==> config.mk <==
export PLATFORM = sky130hd
export DESIGN_NAME = stage_stall_ctrl
export DESIGN_NICKNAME = d
export VERILOG_FILES = /design/src/rtl/stage_stall_ctrl_pkg.sv /design/src/rtl/stage_stall_ctrl_wait_counter.sv /design/src/rtl/stage_stall_ctrl.sv
export SDC_FILE = /design/constraint.sdc
export NUM_CORES = 1
export LEC_CHECK = 0
export ABC_AREA = 1
export BUFFER_PORTS_ARGS = -buffer_cell sky130_fd_sc_hd__buf_2
export CAP_MARGIN = 20
export CORE_ASPECT_RATIO = 0.9
export CORE_MARGIN = 4
export CORE_UTILIZATION = 54
export CTS_BUF_LIST = sky130_fd_sc_hd__clkbuf_16
export CTS_CLUSTER_SIZE = 10
export DETAILED_ROUTE_END_ITERATION = 8
export GPL_TIMING_DRIVEN = 0
export PLACE_DENSITY_LB_ADDON = 0.08
export SYNTH_ARGS = -nofsm -noshare
export SYNTH_HDL_FRONTEND = slang
export SYNTH_SLANG_ARGS = --single-unit
==> constraint.sdc <==
create_clock -name clk -period 1.4 [get_ports clk]
set_input_delay 0.28 -clock clk [delete_from_list [all_inputs] [get_ports clk]]
set_output_delay 0.28 -clock clk [all_outputs]
set_load 0.05 [all_outputs]
==> src/rtl/stage_stall_ctrl_pkg.sv <==
// Shared definitions for the stage stall controller: pipeline stage numbers,
// FSM state type and a counter-width helper.
package stage_stall_ctrl_pkg;

    localparam logic [2:0] STAGE_FETCH = 3'd0;
    localparam logic [2:0] STAGE_MEM   = 3'd3;

    typedef enum logic [1:0] {
        ST_IDLE = 2'd0,
        ST_WAIT = 2'd1,
        ST_DONE = 2'd2
    } state_e;

    // Bits needed to hold 0..maxval, never less than one.
    function automatic int cnt_width(input int maxval);
        return (maxval <= 1) ? 1 : $clog2(maxval + 1);
    endfunction

endpackage

==> src/rtl/stage_stall_ctrl_wait_counter.sv <==
// Loadable down-counter that saturates at zero; zero_o flags the end of the
// wait-state window.
module stall_wait_counter #(
    parameter int WIDTH = 2
) (
    input  logic             clk_i,
    input  logic             rst_ni,
    input  logic             load_i,
    input  logic [WIDTH-1:0] load_val_i,
    input  logic             dec_i,
    output logic             zero_o
);

    logic [WIDTH-1:0] cnt_q;
    logic [WIDTH-1:0] cnt_d;

    always_comb begin
        cnt_d = cnt_q;
        if (load_i) begin
            cnt_d = load_val_i;
        end else if (dec_i && (cnt_q != '0)) begin
            cnt_d = cnt_q - 1'b1;
        end
    end

    always_ff @(posedge clk_i or negedge rst_ni) begin
        if (!rst_ni) begin
            cnt_q <= '0;
        end else begin
            cnt_q <= cnt_d;
        end
    end

    assign zero_o = (cnt_q == '0);

endmodule

==> src/rtl/stage_stall_ctrl.sv <==
// Stalls the stage counter while a fetch or load/store bus access is pending,
// runs the bus req/ack handshake with wait states and a timeout escape.
module stage_stall_ctrl
    import stage_stall_ctrl_pkg::*;
#(
    parameter int WAIT_STATES = 2,
    parameter int TIMEOUT     = 255
) (
    input  logic       clk,
    input  logic       rst,
    input  logic [2:0] stage,
    input  logic       mem_op,
    input  logic       bus_ack,
    output logic       blocked,
    output logic       bus_req,
    output logic       bus_is_fetch,
    output logic       bus_err
);

    localparam int WCW = cnt_width(WAIT_STATES);
    localparam int TCW = cnt_width(TIMEOUT);

    state_e           state_q;
    logic             bus_req_q;
    logic             bus_is_fetch_q;
    logic             bus_err_q;
    logic             ack_seen_q;
    logic [TCW-1:0]   tmo_cnt_q;

    logic             access;
    logic             wait_zero;
    logic             ack_ok;
    logic             timeout;

    assign access  = (stage == STAGE_FETCH) || ((stage == STAGE_MEM) && mem_op);
    assign ack_ok  = (bus_ack || ack_seen_q) && wait_zero;
    assign timeout = (tmo_cnt_q == TCW'(TIMEOUT));

    // Loaded on the edge that starts the access, counted down through WAIT.
    stall_wait_counter #(
        .WIDTH (WCW)
    ) u_wait_cnt (
        .clk_i      (clk),
        .rst_ni     (rst),
        .load_i     ((state_q == ST_IDLE) && access),
        .load_val_i (WCW'(WAIT_STATES)),
        .dec_i      (state_q == ST_WAIT),
        .zero_o     (wait_zero)
    );

    always_ff @(posedge clk or negedge rst) begin
        if (!rst) begin
            state_q        <= ST_IDLE;
            bus_req_q      <= 1'b0;
            bus_is_fetch_q <= 1'b0;
            bus_err_q      <= 1'b0;
            ack_seen_q     <= 1'b0;
            tmo_cnt_q      <= '0;
        end else begin
            bus_err_q <= 1'b0;
            case (state_q)
                ST_IDLE: begin
                    if (access) begin
                        state_q        <= ST_WAIT;
                        bus_req_q      <= 1'b1;
                        bus_is_fetch_q <= (stage == STAGE_FETCH);
                        tmo_cnt_q      <= '0;
                        ack_seen_q     <= 1'b0;
                    end
                end
                ST_WAIT: begin
                    tmo_cnt_q <= tmo_cnt_q + 1'b1;
                    if (bus_ack) begin
                        ack_seen_q <= 1'b1;
                    end
                    // A qualifying ack takes priority over a coincident timeout.
                    if (ack_ok) begin
                        state_q    <= ST_DONE;
                        bus_req_q  <= 1'b0;
                        ack_seen_q <= 1'b0;
                    end else if (timeout) begin
                        state_q    <= ST_DONE;
                        bus_req_q  <= 1'b0;
                        bus_err_q  <= 1'b1;
                        ack_seen_q <= 1'b0;
                    end
                end
                ST_DONE: begin
                    state_q <= ST_IDLE;
                end
                default: begin
                    state_q   <= ST_IDLE;
                    bus_req_q <= 1'b0;
                end
            endcase
        end
    end

    // DONE leaves blocked low for one cycle so the counter moves past the stage.
    assign blocked      = ((state_q == ST_IDLE) && access) || (state_q == ST_WAIT);
    assign bus_req      = bus_req_q;
    assign bus_is_fetch = bus_is_fetch_q;
    assign bus_err      = bus_err_q;

endmodule
### Yosys cells after proc, flatten, opt, wreduce, memory -nomap -nowiden

Index checks and enable logic that the tools add are counted.

* muxes and demuxes: 20
* eq/ne operators: 7
* bitwise operators: 1
* add/sub/neg operators: 2
* reductions and logical operators: 18

Operators by type and width (number)
* 8-bit one-hot mux with 2 select lines: 1
* 1-bit 2-to-1 mux: 10
* 2-bit 2-to-1 mux: 5
* 8-bit by 1-bit adder with 8-bit output (second input constant): 1
* 8-bit equality test (second input constant): 1
* 8-bit 2-to-1 mux: 1
* 2-bit AND reduction: 3
* 3-bit AND reduction: 2
* 2-bit nonzero test: 3
* 1-bit logical AND: 4
* 2-bit zero test: 2
* 4-bit != test (second input constant): 1
* 2-bit one-hot mux with 2 select lines: 1
* 3-bit by 2-bit equality test with 1-bit output (second input constant): 1
* 3-bit zero test: 1
* 1-bit logical OR: 3
* 3-bit != test (second input constant): 1
* 1-bit one-hot mux with 3 select lines: 1
* 2-bit by 1-bit equality test with 1-bit output (second input constant): 1
* 2-bit equality test (second input constant): 1
* 2-bit != test (second input constant): 1
* 1-bit one-hot mux with 2 select lines: 1
* 2-bit by 1-bit subtractor with 2-bit output (second input constant): 1
* 1-bit NOT: 1

* register bits: 16
* output and inout port bits: 4
* input bits: 7
* logic and storage cells: 55

### Logic depth before layout (Yosys ltp)

* depth in word-level cells: 5
* depth in mapped cells: 8
* depth with buffers taken out: 8

### Hierarchy

From an unflattened synthesis, not the netlist that was laid out.

* cell total of the unflattened synthesis: 121
* area total of the unflattened synthesis: 888.4 um^2

Modules (own cells, without submodules)
* stage_stall_ctrl: cells each 102, sequential area each 350.3 um^2, instances 1, area an instance 760.7 um^2
* stall_wait_counter: cells each 19, sequential area each 50.0 um^2, instances 1, area an instance 127.6 um^2

### Worst setup path after synthesis

Ideal clock, no wire load.

* path type: register to output
* start: register state_q[0]
* end: output blocked
* stages on the path, launching flop included: 5
* setup slack: 225 ps
* data required time: 1120 ps
* data arrival time: 895 ps
* path buffers: 0
* path through: dfrtp_1 -> nor2_1 -> nand3_1 -> nand2_2 -> inv_2

* cells in the longest elaborated chain, start to end: 3
* elaborated cells on any way between the ends: 4

Ends and longest elaborated chain
* start, declared: line stage_stall_ctrl.sv:23 `state_e state_q;`
* start signal, assigned: line stage_stall_ctrl.sv:53 `state_q <= ST_IDLE;`
* start signal, assigned: line stage_stall_ctrl.sv:64 `state_q <= ST_WAIT;`
* start signal, assigned: line stage_stall_ctrl.sv:78 `state_q <= ST_DONE;`
* 2-bit zero test: line stage_stall_ctrl.sv:100 `assign blocked = ((state_q == ST_IDLE) && access) || (state_q == ST_WAIT);`
* 1-bit logical AND: line stage_stall_ctrl.sv:100
* 1-bit logical OR *: line stage_stall_ctrl.sv:100
* end, declared: line stage_stall_ctrl.sv:14 `output logic blocked,`

Mark *: on every way between the ends. The rest lies on a longest branch, timed or not.

### Worst setup path after layout

Ends and elaborated chain as after synthesis.

==> metrics.yaml <==
htree_levels: 1
dp_hpwl_um: 1060
synth_top_area_share_pct: 48.9
antenna_left: 0
ys_seq_area_share_pct: 48.9
post-route-min-period_ps: 1410
yosys.area.top_type: "dfrtp_1"
grt_pass1_vias: 687
core_um2: 1430
finalSetupViolCount: 1
crit_type: "flip-flop to primary output"
avgSynthCellArea_um2: 7.58
drive_gt1_share_pct: 26.4
slew_viol_final: 0
critPathMaxFanout: 2
fmax_mhz: 707
boundaryPins: 11
final.setup.tns_ps: -14.3
root_buffer: "clkbuf_16"
clk_pin_slew_ps: 50
clock_skew_ps: 4.68
place_area_um2: 887
wl_per_cell_um: 12.7
synth_common_cells: "35 x nand2_1, 16 x dfrtp_1, 13 x inv_1"
synth_flop_cell: "dfrtp_1"
maxCapViolCount: 0
fin_crit_sh_pct: 101
violations: "setup timing"
p_per_area_nw_per_um2: 2010
ir_drop_v: 0.00121
clk_path_buf_depth: 2
slowest_delay_ps: 380
dr.pass1.iters: 4
routabilityCongestion: 0.818
critical_path.cell_chain: "nor2_2 -> nand3_1 -> nand2_2 -> inv_4 -> buf_8"
hold_violations: 0
ys_warn_count: 0
synth.area.top_cells: "dfrtp_1 49%, nand2_1 16%, inv_1 6.0%"
tightest_slew_ps: 358
pre_cts_ws_ps: -48.4
start_util_pct: 57.2
synth_cell_types: 16
final_net_count: 139
grt_max_degree: 17
cts_buffers: 3
worstSetupStartpointType: "flip-flop"
rsz0062_at_grt: "yes"
dieArea_um2: 2200
areaGrowthSynthToFinish_pct: 27.8
fin_ws_ps: -14.3
status: "finished, violations left"
antenna_cells: 0
grt_pass1_wl_um: 2890
p_leak_nw: 0.571
crit_slowest_cell: "dfrtp_1"
globalRouteOverflowTotal: 0
critPathCaptureType: "primary output"
synth_cells: 108
clock-sinks: 16
arrival_ps: 1130
drtIter0Drc: 10
viasPerCell: 5.20
track_usage_pct: 17.5
port_buffers: 10
dieHeight_um: 44.9
synth_edf_count: 0
cp.required_ps: 1120
synthesis.area_um2: 818
rows: 13
slew_headroom_pct: 76.1
hp-class: "input pin to flip-flop"
synth_nets: 117
ys_async_sr_fraction_pct: 100
synth_seq_cells: 16
die_w_um: 49.0
yosysMostFrequentCell: "nand2_1"
cts_tree: "yes"
drc_errors: 0
grt_antenna_before_repair: 0
vias: 749
clkLatencyLatePin_ps: 250
post-route-cell-area_um2: 1050
wl_um: 1830
## path summary, 6_finish.rpt
check | startpoint | endpoint | slack (ps) | cells past startpoint
setup / recovery | state_q[0]$_DFFE_PN0P_ | blocked | -10 | 5
hold / removal | bus_ack | bus_err$_DFF_PN0_ | 360 | 4
setup reg to reg | tmo_cnt_q[0]$_DFFE_PN0P_ | ack_seen_q$_DFFE_PN0P_ | 120 | 8
hold reg to reg | bus_is_fetch$_DFFE_PN0P_ | bus_is_fetch$_DFFE_PN0P_ | 490 | 2
max in group asynchronous | rst | u_wait_cnt.cnt_q[1]$_DFFE_PN0P_ | 660 | 2
min in group asynchronous | rst | tmo_cnt_q[5]$_DFFE_PN0P_ | 470 | 2
## metal layers
| layer | track usage (%) | wire, um | up-vias |
|---|---|---|---|
| li1 | - | - | 376 |
| met1 | 20.6 | 774 | 340 |
| met2 | 32.0 | 904 | 26 |
| met3 | 3.63 | 114 | 7 |
| met4 | 6.45 | 33 | 0 |
| met5 | 0 | 0 | - |
## layout by cell type, fill, tap and decap left out, drive strengths merged
cell and n:
a21oi 1, inv 17, buf 16, a211oi 1
ha 2, nor2 13, dfrtp 16, clkbuf 3
o21ai 9, clkinv 1, dlygate4sd3 1, nand3 10
nand2 38, or2 1
## what timing repair did
action	CTS	global route
hold endpoints to repair	16	0
endpoints found under the setup margin	1	3
setup buffers	5	1
resized for setup	5	3
pin swaps	3	2
hold buffers	1	0
## sequential cells by signal, summed over array words and instances, names as in the netlist
signal            count
tmo_cnt_q             8
state_q               2
u_wait_cnt.cnt_q      2
ack_seen_q            1
bus_err               1
bus_is_fetch          1
bus_req               1
## per-stage QoR
| step | std cells | utilization, % | hold WS, ps | power [mW] |
|---|---|---|---|---|
| 2_1_floorplan | 108 | - | -15.6 | 1.18 |
| 3_3_place_gp | 133 | 62.0 | 210 | 1.32 |
| 3_5_place_dp | 133 | 62.0 | 209 | 1.34 |
| 4_1_cts | 143 | 71.9 | 331 | 2.07 |
| 5_1_grt | 144 | 73.1 | 371 | 2.23 |
| 6_report | 144 | 73.1 | 360 | 2.11 |
## report_power, final
part | leakage (nW) | internal [mW] | switching [mW]
clock | 0.0385 | 0.380 | 0.189
sequential | 0.213 | 0.585 | 0.0790
combinational | 0.320 | 0.334 | 0.541
total | 0.571 | 1.30 | 0.809
## cell type report
type	count	area, um^2
Timing Repair Buffer	17	115
Multi-Input combinational cell	75	367
Tap cell	15	18.8
Clock buffer	3	75.1
Fill cell	102	385
Sequential cell	16	400
Clock inverter	1	3.75
Inverter	17	66.3
## worst max-delay path, delay by kind of cell (launching register included)
kind | cells | cell delay, ps
DFF | 1 | 380
buffers and inverters | 2 | 180
and+or+nand+nor | 3 | 320
## cell families (layout without fill, tap and decap cells)
family / after synthesis / count (layout) / share of synthesized area (%)
AND/OR/NAND/NOR: 62 / 62 / 32.7
AO/OA/AOI/OAI: 11 / 11 / 7.49
buffers and inverters: 17 / 38 / 7.80
flip-flops: 16 / 16 / 48.9
adder cells (fa/ha/maj): 2 / 2 / 3.06
Power figures use the tool's default switching activity.
